===== config.mk =====
export PLATFORM = sky130hd
export DESIGN_NAME = fifo_rd_streamer
export DESIGN_NICKNAME = d
export VERILOG_FILES = /design/src/rtl/fifo_stream_pkg.sv /design/src/rtl/stream_skid_buf2.sv /design/src/rtl/fifo_rd_streamer.sv
export SDC_FILE = /design/constraint.sdc
export NUM_CORES = 1
export LEC_CHECK = 0
export CELL_PAD_IN_SITES_DETAIL_PLACEMENT = 0
export CELL_PAD_IN_SITES_GLOBAL_PLACEMENT = 1
export CORE_MARGIN = 4
export CORE_UTILIZATION = 39
export CTS_CLUSTER_SIZE = 40
export DETAILED_ROUTE_END_ITERATION = 6
export PLACE_DENSITY_LB_ADDON = 0.1
export SLEW_MARGIN = 20
export SYNTH_ARGS = -nofsm -noshare
export SYNTH_HDL_FRONTEND = slang
export SYNTH_SLANG_ARGS = --single-unit

===== constraint.sdc =====
create_clock -name clk -period 2.7 [get_ports clk]
set_input_delay 0.54 -clock clk [delete_from_list [all_inputs] [get_ports clk]]
set_output_delay 0.54 -clock clk [all_outputs]
set_load 0.005 [all_outputs]

===== src/rtl/fifo_stream_pkg.sv =====
// Shared occupancy type, buffer depth and invariant-check macros for the FIFO read streamer.
`ifndef FIFO_STREAM_PKG_SV
`define FIFO_STREAM_PKG_SV

`define FIFO_STREAM_ASSERT_OCC_LEGAL(clk_s, rst_s, occ_s) \
    a_occ_legal: assert property (@(posedge clk_s) disable iff (rst_s) \
        (3'(occ_s) <= 3'(fifo_stream_pkg::BUF_DEPTH)))

`define FIFO_STREAM_ASSERT_CREDIT(clk_s, rst_s, occ_s, pend_s) \
    a_occ_pend_credit: assert property (@(posedge clk_s) disable iff (rst_s) \
        ((3'(occ_s) + 3'(pend_s)) <= 3'(fifo_stream_pkg::BUF_DEPTH)))

package fifo_stream_pkg;

    localparam int unsigned BUF_DEPTH = 2;

    typedef enum logic [1:0] {
        OCC_EMPTY = 2'd0,
        OCC_ONE   = 2'd1,
        OCC_TWO   = 2'd2
    } occ_e;

endpackage

`endif


===== src/rtl/stream_skid_buf2.sv =====
// Two-entry in-order buffer: head is always the oldest word, occupancy is the state.
module stream_skid_buf2
    import fifo_stream_pkg::*;
#(
    parameter int unsigned DATA_WIDTH = 8
) (
    input  logic                  clk,
    input  logic                  reset,
    input  logic                  i_push,
    input  logic [DATA_WIDTH-1:0] i_push_data,
    input  logic                  i_pop,
    output logic [DATA_WIDTH-1:0] o_head,
    output occ_e                  o_occ
);

    occ_e                  r_occ;
    occ_e                  w_occ_nxt;
    logic [DATA_WIDTH-1:0] r_head;
    logic [DATA_WIDTH-1:0] r_tail;
    logic [DATA_WIDTH-1:0] w_head_nxt;
    logic [DATA_WIDTH-1:0] w_tail_nxt;

    always_ff @(posedge clk or posedge reset) begin
        if (reset) begin
            r_occ  <= OCC_EMPTY;
            r_head <= '0;
            r_tail <= '0;
        end else begin
            r_occ  <= w_occ_nxt;
            r_head <= w_head_nxt;
            r_tail <= w_tail_nxt;
        end
    end

    // A push while popping in ONE replaces the head; in TWO the tail shifts forward.
    always_comb begin
        w_occ_nxt  = r_occ;
        w_head_nxt = r_head;
        w_tail_nxt = r_tail;
        case (r_occ)
            OCC_EMPTY: begin
                if (i_push) begin
                    w_head_nxt = i_push_data;
                    w_occ_nxt  = OCC_ONE;
                end
            end
            OCC_ONE: begin
                if (i_push && i_pop) begin
                    w_head_nxt = i_push_data;
                end else if (i_push) begin
                    w_tail_nxt = i_push_data;
                    w_occ_nxt  = OCC_TWO;
                end else if (i_pop) begin
                    w_occ_nxt  = OCC_EMPTY;
                end
            end
            OCC_TWO: begin
                if (i_pop) begin
                    w_head_nxt = r_tail;
                    if (i_push) begin
                        w_tail_nxt = i_push_data;
                    end else begin
                        w_occ_nxt  = OCC_ONE;
                    end
                end
            end
            default: w_occ_nxt = OCC_EMPTY;
        endcase
    end

    assign o_head = r_head;
    assign o_occ  = r_occ;

endmodule


===== src/rtl/fifo_rd_streamer.sv =====
// FIFO read-side drain engine: credit-based read strobes into a 2-entry buffer, valid/ready output.
// Optional STREAM_LAST_EN adds the m_last port and a burst-index counter.
module fifo_rd_streamer
    import fifo_stream_pkg::*;
#(
    parameter int unsigned DATA_WIDTH = 8,
    parameter int unsigned CNT_WIDTH  = 16,
    parameter int unsigned BURST_LEN  = 4
) (
    input  logic                  clk,
    input  logic                  reset,
    input  logic                  fifo_empty,
    input  logic [DATA_WIDTH-1:0] fifo_data,
    output logic                  fifo_rd_en,
    output logic                  m_valid,
    output logic [DATA_WIDTH-1:0] m_data,
    input  logic                  m_ready,
`ifdef STREAM_LAST_EN
    output logic                  m_last,
`endif
    output logic [CNT_WIDTH-1:0]  beat_count,
    output logic                  idle
);

    if (BURST_LEN < 1) begin : g_bad_burst_len
        $error("BURST_LEN must be at least 1");
    end

    logic                  r_pend;
    logic [CNT_WIDTH-1:0]  r_beat_count;
    logic                  w_pop;
    logic [2:0]            w_credit;
    occ_e                  w_occ;
    logic [DATA_WIDTH-1:0] w_head;

    stream_skid_buf2 #(
        .DATA_WIDTH (DATA_WIDTH)
    ) u_buf (
        .clk         (clk),
        .reset       (reset),
        .i_push      (r_pend),
        .i_push_data (fifo_data),
        .i_pop       (w_pop),
        .o_head      (w_head),
        .o_occ       (w_occ)
    );

    assign m_valid  = (w_occ != OCC_EMPTY);
    assign w_pop    = m_valid && m_ready;
    // Slots committed after this edge; a same-cycle pop frees one, hence the m_ready path.
    assign w_credit = 3'(w_occ) + 3'(r_pend) - 3'(w_pop);
    assign fifo_rd_en = !reset && !fifo_empty && (w_credit < 3'(BUF_DEPTH));

    always_ff @(posedge clk or posedge reset) begin
        if (reset) begin
            r_pend       <= 1'b0;
            r_beat_count <= '0;
        end else begin
            r_pend <= fifo_rd_en;
            if (w_pop) begin
                r_beat_count <= r_beat_count + CNT_WIDTH'(1);
            end
        end
    end

    assign m_data     = w_head;
    assign beat_count = r_beat_count;
    assign idle       = (w_occ == OCC_EMPTY) && !r_pend && fifo_empty;

`ifdef STREAM_LAST_EN
    localparam int unsigned IDX_W = (BURST_LEN > 1) ? $clog2(BURST_LEN) : 1;

    logic [IDX_W-1:0] r_burst_idx;

    always_ff @(posedge clk or posedge reset) begin
        if (reset) begin
            r_burst_idx <= '0;
        end else if (w_pop) begin
            if (r_burst_idx == IDX_W'(BURST_LEN - 1)) begin
                r_burst_idx <= '0;
            end else begin
                r_burst_idx <= r_burst_idx + IDX_W'(1);
            end
        end
    end

    assign m_last = m_valid && (r_burst_idx == IDX_W'(BURST_LEN - 1));
`endif

    `FIFO_STREAM_ASSERT_CREDIT(clk, reset, w_occ, r_pend);
    `FIFO_STREAM_ASSERT_OCC_LEGAL(clk, reset, w_occ);

endmodule


==> results.md <==
• **TritonCTS sink count** 35
• **setup slack, reg-to-reg** 0.55 ns
• **number of iterations in the first detailed-routing pass** 6
• **Net count, final** 220
• **number of top-level pins** 39
• **cts hold-fix bufs** 0
• **worst-case hold path end point** beat_count[15]$_DFFE_PP0P_
• **layer with the highest usage** met2
• **Post-DP HPWL** 2610 um
• **number of flops mapped to enable cells by yosys** 0
• **setup clock skew after layout** 0.00748 ns
• **setup total negative slack** -0.0470 ns
• **GR Layer Usage met1** 0.186
• **Port Buf Inserts** 38
• **endpoint of the worst register-to-register path** u_buf.r_tail[2]$_DFFE_PP0P_
• **number of routed nets with antenna violations** 0
• **# rows** 23
• **crit-path max FO** 2
• **Worst Setup End Kind** primary output
• **Inserted Clock Buffers** 5
• **buffer cell driving the clock tree root** sky130_fd_sc_hd__clkbuf_8
• **average wire length per cell after detail routing** 14.5 um
• **overall power** 2.38 mW
• **Avg Inst Size Synth** 12.2 um2
• **worst slew slack as a fraction of its limit** 0.630
• **post-synth net total** 161
• **post-route setup slack** -0.0470 ns
• **number of instances in the synthesized netlist** 141
• **via count** 1,254
• **Layout Cells excl Fill** 251
• **proportion of layout cells with a drive suffix above 1** 0.299
• **synthesis-to-layout area growth** 40.5%
• **Design Area, Final** 2420 um2
• **beginning of the worst hold path** beat_count[15]$_DFFE_PP0P_
• **placement-stage cell area** 2250 um2
• **Seq/Total Area, Yosys** 0.508
• **Worst Setup Slack post-DPL** -0.825 ns
• **final worst path period need** 2.75 ns
• **# H-tree levels** 2
• **global-route wire length before repair** 6290 um
• **Die Wd** 74.5 um
• **area leader, netlist** sky130_fd_sc_hd__dfrtp_1
• **vias in the first global route** 1,304
• **fin util** 0.585
• **main area contributors after synthesis** sky130_fd_sc_hd__dfrtp_1, sky130_fd_sc_hd__mux2_2, sky130_fd_sc_hd__xnor2_1
• **total of max-cap violations** 0
• **die area** 5550 um2
• **HP Class** register to register
• **setup repair after global routing missed its margin** true
• **static leakage power** 1.05 nW
• **top post-synthesis cells by count** sky130_fd_sc_hd__dfrtp_1, sky130_fd_sc_hd__mux2_2, sky130_fd_sc_hd__xnor2_1, sky130_fd_sc_hd__nand2_1, sky130_fd_sc_hd__nand3_1
• **maximum buffer depth of the clock tree** 2
• **Crit path required time** 2.16 ns
• **Via-to-Cell Ratio** 5.00
• **DRT iter0 DRCs** 47
• **worst hold path depth** 1
• **register bit count reported by yosys** 35
• **worst hold-check slack** 0.467 ns
• **Final Slew Violations** 0
• **depth of the worst register-to-register path** 7
• **number of antenna violations at the first check in global routing** 0
• **portion of the clock cycle consumed by the worst path in the final layout** 1.02
• **vertical die dimension** 74.5 um
• **share of the synthesized area in the top cell type** 0.508
• **critical path class** register to primary output
• **number of inserted diodes** 0
• **crit path launch type** register
• **Placed Cells** 239
• **total gr overflow** 0
• **Least-Margin Pin Slew** 0.555 ns
• **Clock Pin Slew Worst Setup and Hold Paths** 0.07 ns
• **clock tree from TritonCTS** done
• **final hold violations** 0
• **maximum number of pins on one net before global-route repair** 36
• **violated checks** negative setup slack
• **Peak VDD IR** 0.497 mV
• **total setup violations reported at the end of the flow** 1
• **outcome** finished, violations left
• **warning count from the yosys run** 0
• **Most used DFF post-synth** sky130_fd_sc_hd__dfrtp_1
• **critical path arrival** 2.21 ns
• **Async S/R FF share, synth** 1.00
• **most common cell in the netlist** sky130_fd_sc_hd__dfrtp_1
• **clk_lat worst skew** 0.29 ns
• **pwr dens** 980 nW/um2
• **sum of routed wire length over all layers** 3650 um
• **max frequency** 364 MHz
• **Starting Density** 0.416
• **global routing met2 resource utilization** 0.255
• **met3 usage** 0.0527
• **DRC Markers** 0
• **global router's overall resource usage** 0.151
• **placer's final routability congestion estimate** 0.843
• **RR Startpoint** u_buf.o_occ[0]$_DFFE_PP0P_
• **number of unique standard cell types used by synthesis** 28
• **core region area** 4140 um2
• **post-synthesis instance area** 1730 um2
==> state kept, by name, summed over array words and instances, names as in the netlist <==
| register | flops |
|---|---|
| r_pend | 1 |
| u_buf.r_tail | 8 |
| u_buf.o_head | 8 |
| u_buf.o_occ | 2 |
| beat_count | 16 |
==> placed cells by master (no fill, tap or decap), types with 2 or more instances in the layout <==
master                             n
sky130_fd_sc_hd__xor2_1            2
sky130_fd_sc_hd__clkdlybuf4s50_1  36
sky130_fd_sc_hd__clkbuf_8          5
sky130_fd_sc_hd__xnor2_1          15
sky130_fd_sc_hd__a21oi_1           4
sky130_fd_sc_hd__nand4_1           2
sky130_fd_sc_hd__nand2_1          12
sky130_fd_sc_hd__and4_1            2
sky130_fd_sc_hd__dfrtp_1          35
sky130_fd_sc_hd__buf_4            17
sky130_fd_sc_hd__inv_1             3
sky130_fd_sc_hd__inv_2             2
sky130_fd_sc_hd__and2_1            2
sky130_fd_sc_hd__nand3_1           8
sky130_fd_sc_hd__ha_1              5
sky130_fd_sc_hd__nand2b_1          2
sky130_fd_sc_hd__mux2_2           24
sky130_fd_sc_hd__nor2_1            3
==> critical path: stages (launching register included) <==
cell and delay, ns:
sky130_fd_sc_hd__dfrtp_1 0.37, sky130_fd_sc_hd__inv_2 0.06, sky130_fd_sc_hd__ha_4 0.16, sky130_fd_sc_hd__nor2b_4 0.11
sky130_fd_sc_hd__xnor2_1 0.11, sky130_fd_sc_hd__nand2_1 0.11, sky130_fd_sc_hd__fa_2 0.41, sky130_fd_sc_hd__xor2_1 0.16
sky130_fd_sc_hd__nor4b_2 0.25, sky130_fd_sc_hd__buf_2 0.17
==> layer usage <==
layer	share of wire	vias up
met5	0	-
met4	0.0027	0
met3	0.057	2
met2	0.51	34
met1	0.43	613
li1	-	605
==> cell families (layout without fill, tap and decap cells) <==
kind of cell | after synthesis | in the layout | synth area share
xor+xnor | 17 | 17 | 0.0863
simple gates | 41 | 41 | 0.128
flops | 35 | 35 | 0.508
fa+ha+maj | 8 | 8 | 0.0624
buf+inv | 8 | 68 | 0.0174
mux | 24 | 24 | 0.157
compound gates | 8 | 8 | 0.0413
==> worst max-delay path by stage <==
stage                                    start    endpoint  slack (ns)  cells after the start
global route        u_buf.o_occ[0]$_DFFE_PP0P_  fifo_rd_en       -0.14                      9
floorplan           u_buf.o_occ[1]$_DFFE_PP0P_  fifo_rd_en        0.07                      8
CTS                 u_buf.o_occ[0]$_DFFE_PP0P_  fifo_rd_en       -0.07                      9
detailed placement                     m_ready  fifo_rd_en       -0.82                      8
global placement                       m_ready  fifo_rd_en       -0.64                      8
finish              u_buf.o_occ[0]$_DFFE_PP0P_  fifo_rd_en       -0.05                      9
==> final cells by class <==
cell class / count / area, um2
repair buffers: 55 / 502
fillers: 349 / 1720
flip-flops and latches: 35 / 876
inverters: 5 / 18.8
clock inverters: 3 / 43.8
well taps: 50 / 62.6
multi-input cells: 98 / 853
clock buffers: 5 / 68.8
==> what timing repair did <==
item | 4_1_cts | 5_1_grt
cloned | 0 | 0
gates resized for setup | 14 | 1
pin swaps | 4 | 4
buffers inserted | 2 | 2
setup endpoints to repair | 1 | 1
==> power by group <==
part	total [mW]	internal, mW	switching (mW)
Combinational	1.08	0.658	0.421
Sequential	0.830	0.712	0.118
Clock	0.468	0.275	0.194
No activity file was read; power rests on OpenSTA's default activity.
